File: src/rtl/mips_cpu_regfile_sb.sv
// Register file, two read / two write ports, with a per-register busy scoreboard.
// Define MIPS_CPU_REGFILE_BYPASS_EN to forward same-cycle writes to the read ports.
module mips_cpu_regfile_sb #(
    parameter int DATA_W = 32,
    parameter int ADDR_W = 5,
    parameter int V0_IDX = 2
) (
    input  logic              clk,
    input  logic              reset,
    input  logic              wr_en_a,
    input  logic [ADDR_W-1:0] wr_addr_a,
    input  logic [DATA_W-1:0] wr_data_a,
    input  logic              wr_en_b,
    input  logic [ADDR_W-1:0] wr_addr_b,
    input  logic [DATA_W-1:0] wr_data_b,
    input  logic              issue_en,
    input  logic [ADDR_W-1:0] issue_addr,
    input  logic [ADDR_W-1:0] rd_addr_a,
    output logic [DATA_W-1:0] rd_data_a,
    output logic              rd_busy_a,
    input  logic [ADDR_W-1:0] rd_addr_b,
    output logic [DATA_W-1:0] rd_data_b,
    output logic              rd_busy_b,
    output logic              busy_any,
    output logic [DATA_W-1:0] register_v0
);
    localparam int NUM_REGS = 2 ** ADDR_W;

    logic [DATA_W-1:0]   regs [NUM_REGS];
    logic [NUM_REGS-1:0] busy;

    always_ff @(posedge clk) begin
        if (reset) begin
            for (int r = 0; r < NUM_REGS; r++) begin
                regs[r] <= '0;
            end
            busy <= '0;
        end else begin
            regs[0] <= '0;
            busy[0] <= 1'b0;
            for (int r = 1; r < NUM_REGS; r++) begin
                // Port B is the later producer, so it wins a same-address collision.
                if (wr_en_b && wr_addr_b == ADDR_W'(r)) begin
                    regs[r] <= wr_data_b;
                end else if (wr_en_a && wr_addr_a == ADDR_W'(r)) begin
                    regs[r] <= wr_data_a;
                end
                if (issue_en && issue_addr == ADDR_W'(r)) begin
                    busy[r] <= 1'b1;
                end else if ((wr_en_a && wr_addr_a == ADDR_W'(r)) ||
                             (wr_en_b && wr_addr_b == ADDR_W'(r))) begin
                    busy[r] <= 1'b0;
                end
            end
        end
    end

    always_comb begin
        rd_data_a = '0;
        rd_data_b = '0;
        rd_busy_a = 1'b0;
        rd_busy_b = 1'b0;
        busy_any  = 1'b0;
        if (!reset) begin
            busy_any = |busy;
            if (rd_addr_a != '0) begin
                rd_data_a = regs[rd_addr_a];
                rd_busy_a = busy[rd_addr_a];
`ifdef MIPS_CPU_REGFILE_BYPASS_EN
                if (wr_en_b && wr_addr_b == rd_addr_a) begin
                    rd_data_a = wr_data_b;
                end else if (wr_en_a && wr_addr_a == rd_addr_a) begin
                    rd_data_a = wr_data_a;
                end
                if (((wr_en_a && wr_addr_a == rd_addr_a) ||
                     (wr_en_b && wr_addr_b == rd_addr_a)) &&
                    !(issue_en && issue_addr == rd_addr_a)) begin
                    rd_busy_a = 1'b0;
                end
`endif
            end
            if (rd_addr_b != '0) begin
                rd_data_b = regs[rd_addr_b];
                rd_busy_b = busy[rd_addr_b];
`ifdef MIPS_CPU_REGFILE_BYPASS_EN
                if (wr_en_b && wr_addr_b == rd_addr_b) begin
                    rd_data_b = wr_data_b;
                end else if (wr_en_a && wr_addr_a == rd_addr_b) begin
                    rd_data_b = wr_data_a;
                end
                if (((wr_en_a && wr_addr_a == rd_addr_b) ||
                     (wr_en_b && wr_addr_b == rd_addr_b)) &&
                    !(issue_en && issue_addr == rd_addr_b)) begin
                    rd_busy_b = 1'b0;
                end
`endif
            end
        end
    end

    assign register_v0 = regs[V0_IDX];

endmodule

File: config.mk
export PLATFORM = sky130hd
export DESIGN_NAME = mips_cpu_regfile_sb
export DESIGN_NICKNAME = d
export VERILOG_FILES = /design/src/rtl/mips_cpu_regfile_sb.sv
export SDC_FILE = /design/constraint.sdc
export NUM_CORES = 2
export LEC_CHECK = 0
export ABC_AREA = 1
export CAP_MARGIN = 10
export CELL_PAD_IN_SITES_DETAIL_PLACEMENT = 1
export CELL_PAD_IN_SITES_GLOBAL_PLACEMENT = 1
export CORE_ASPECT_RATIO = 0.8
export CORE_MARGIN = 2
export CORE_UTILIZATION = 32
export DETAILED_ROUTE_END_ITERATION = 16
export GPL_ROUTABILITY_DRIVEN = 0
export PLACE_DENSITY = 0.59
export SLEW_MARGIN = 20
export SYNTH_ARGS = -nofsm -noshare
export SYNTH_HDL_FRONTEND = slang
export SYNTH_SLANG_ARGS = --single-unit
File: constraint.sdc
create_clock -name clk -period 3.05 [get_ports clk]
set_clock_uncertainty 0.1 [all_clocks]
set_input_delay 0.7625 -clock clk [delete_from_list [all_inputs] [get_ports clk]]
set_output_delay 0.7625 -clock clk [all_outputs]
set_load 0.005 [all_outputs]
==> out/qor.yml <==
setup_path:
  worstPathRequired_ns: 2.19
  critPathKind: "input port to primary output"
  rrSetupSlack_ns: 2.12
  r2r_end: "busy[17]"
  worstSetupEndpointType: "primary output"
  worst_r2r_startpoint: "busy[17]"
  crit_start_category: "input port"
  worst_ep_arrival_time_ns: 2.55
  rr_worst_depth: 2
  timing.critical_path.fanout_max: 6
logic_synthesis:
  yosysSeqAreaShare: 0.465
  post_synth_num_cell_types: 29
  synth_seq_cells: 1023
  synthDominantAreaCellType: "sky130_fd_sc_hd__edfxtp_1"
  synth.cell_area_um2: 65400
  synthCells: 9216
  netlist_top_cells_area: "sky130_fd_sc_hd__edfxtp_1 (46%), sky130_fd_sc_hd__nand2_1 (18%), sky130_fd_sc_hd__nand3_1 (9.7%), sky130_fd_sc_hd__o21ai_0 (7.0%), sky130_fd_sc_hd__a21oi_1 (4.7%)"
  yosys_warnings: 0
  synth_fp_nets: 9310
  avgSynthCellArea_um2: 7.10
  netlist.area_leader.share: 0.455
drt:
  drt-pass1-iter-count: 6
  via_count: 78053
  routedWlPerCell_um: 32.6
  dr.first_iter.drc_count: 10431
  routed_wl_um: 423000
  drc: 0
  detail-route-antenna-nets: 0
  avgViaCountPerCell: 6.03
timing:
  setup_ws_ns: -0.362
  hold_viol: 0
  timing.slew.headroom: 0.450
  whs_ns: 0.430
  setup_violations: 66
  max_clock_freq_ghz: 0.293
  post-route-min-period_ns: 3.41
  final-max-slew-violation-count: 0
  unrepaired_setup_endpoints_after_global_routing: "yes"
  worst-slew-pin-transition_ns: 0.824
  final_min_period_over_clock_period: 1.12
place:
  dpl-instance-area_um2: 80400
  place_worst_setup_slack_ns: -1.03
  detailed_place_hpwl_um: 282000
  portBuffers: 192
  placed_cells_incl_taps: 12477
global_routing:
  top_usage_layer: "met2"
  initial_antenna_violation_count: 12
  grt_remaining_overflow: 0
  groute.usage.overall: 0.392
  groute.layer.met2.usage: 0.589
  largest_net_degree_at_the_start_of_global_routing: 65
  met1_usage: 0.524
  via_count_of_the_first_global_routing_pass: 76971
  grt_pass1_wl_um: 583000
  groute.layer.met3.usage: 0.0740
min_path:
  holdPathStages: 2
  hold_start: "busy[20]"
  holdPathEnd: "busy[20]"
  timing.hold.worst.class: "flip-flop to flip-flop"
pwr:
  totalPowerFinal_w: 0.0418
  leakage_nw: 39.3
  peakVddDrop_v: 0.000470
  pwr_density_cell_nw_per_um2: 452
floorplan:
  floorplan.die.width_um: 510
  placeableCoreArea_um2: 203000
  initial_utilization: 0.322
  top_level_pins: 193
  die_height_um: 408
  rows: 148
  die_area_um2: 208000
finish:
  most_common_library_cell_in_the_layout_ignoring_fill_and_taps: "sky130_fd_sc_hd__nand2_1"
  layout.cells.most_common_list: "sky130_fd_sc_hd__nand2_1 (2992), sky130_fd_sc_hd__edfxtp_1 (992), sky130_fd_sc_hd__nand3_1 (967), sky130_fd_sc_hd__o21ai_0 (906), sky130_fd_sc_hd__buf_4 (831)"
  finalInstanceArea_um2: 92300
  area.growth.synth_to_final_pct: 41.1
  post_route_cells_drive_above_1_share: 0.233
  stdcell_count: 12954
  final_nets: 10250
clock_network:
  cts_tree: "built"
  clk_pin_slew_ns: 0.06
  cts_hold_repair.buffers: 0
  clock_buffer_count_from_cts: 119
  worst_skew_pair.late_latency_ns: 0.79
  cts_max_level: 3
  maximum_number_of_buffers_from_clock_root_to_sink: 3
  number_of_sinks_handled_by_clock_tree_synthesis: 1023
  clock-root-buffer: "sky130_fd_sc_hd__clkbuf_16"
run:
  maxCapViolations: 0
status:
  violations_in_the_final_reports: "negative setup slack"
  status: "finished with violations"
## registers in the layout, summed over array words and instances (netlist names)
signal and count:
busy 31, regs 992
## power breakdown
| part | internal, W | switching [W] |
|---|---|---|
| clock network | 0.00826 | 0.00667 |
| registers | 0.0165 | 0.000557 |
| logic | 0.00348 | 0.00627 |
| total | 0.0283 | 0.0135 |
## synth_stat cells (all sizes together)
| cell | instances |
|---|---|
| edfxtp | 992 |
| clkinv | 11 |
| nor4 | 6 |
| nand2 | 3169 |
| nand3 | 1263 |
| o31ai | 1 |
| nor2 | 535 |
| buf | 171 |
| inv | 691 |
| o22ai | 43 |
| o21ai | 979 |
| nand4 | 42 |
| or2 | 3 |
| a21oi | 617 |
| nor3 | 1 |
| a211oi | 64 |
| o32ai | 1 |
| dfxtp | 31 |
| clkbuf | 594 |
| o211ai | 2 |
## metal layers
metal,vias up,wire length (um)
met1,39278,169000
met3,1240,42100
li1,32588,-
met4,8,29700
met2,4939,182000
met5,-,53
## cell families after synthesis
logic type | count (synthesis) | synth area share
simple gates | 5019 | 0.315
compound gates | 1707 | 0.134
buf+inv | 1467 | 0.0862
flops | 1023 | 0.465
## stage by stage
stage	TNS, ns	utilization
3_3_place_gp	-196.99	0.395
6_report	-17.04	0.454
2_1_floorplan	0	-
4_1_cts	-14.80	0.446
3_5_place_dp	-248.90	0.395
5_1_grt	-19.09	0.454
## repair_timing
action	4_1_cts	5_1_grt
gates resized for setup	1111	370
setup buffers	189	52
pin swaps	289	214
setup endpoints to repair	67	67
gates cloned	64	10
## critical path, stage by stage
cell,delay [ns]
sky130_fd_sc_hd__buf_16,0.14
sky130_fd_sc_hd__buf_16,0.17
sky130_fd_sc_hd__nor2_4,0.22
sky130_fd_sc_hd__buf_12,0.17
sky130_fd_sc_hd__buf_8,0.13
sky130_fd_sc_hd__buf_6,0.12
sky130_fd_sc_hd__buf_16,0.12
sky130_fd_sc_hd__a21oi_1,0.08
sky130_fd_sc_hd__nand3_1,0.07
sky130_fd_sc_hd__nand3_1,0.10
sky130_fd_sc_hd__nand2_2,0.12
sky130_fd_sc_hd__nor2_4,0.05
sky130_fd_sc_hd__nor2_4,0.14
sky130_fd_sc_hd__buf_2,0.13
## worst max path at each step
stage | endpoint | slack (ns) | cells after the start | startpoint
4_1_cts | rd_data_b[9] | -0.34 | 15 | rd_addr_b[0]
6_report | rd_data_b[2] | -0.36 | 14 | rd_addr_b[0]
2_1_floorplan | rd_data_b[24] | 0.07 | 11 | rd_addr_b[0]
5_1_grt | rd_data_b[2] | -0.39 | 15 | rd_addr_b[0]
3_5_place_dp | rd_data_a[16] | -1.03 | 12 | rd_addr_a[0]
3_3_place_gp | rd_data_a[16] | -1.03 | 13 | rd_addr_a[0]
## final cells by class
type,instances,area [um2]
fillers,24160,111000
multi-input cells,6726,33100
flip-flops and latches,1023,30400
repair buffers,1581,18800
well taps,2700,3380
clock buffers,144,3140
inverters,702,2730
clock inverters,73,677
repair inverters,3,45.0
diodes,2,5.00
Note: power is estimated with default switching activity, not from simulation.
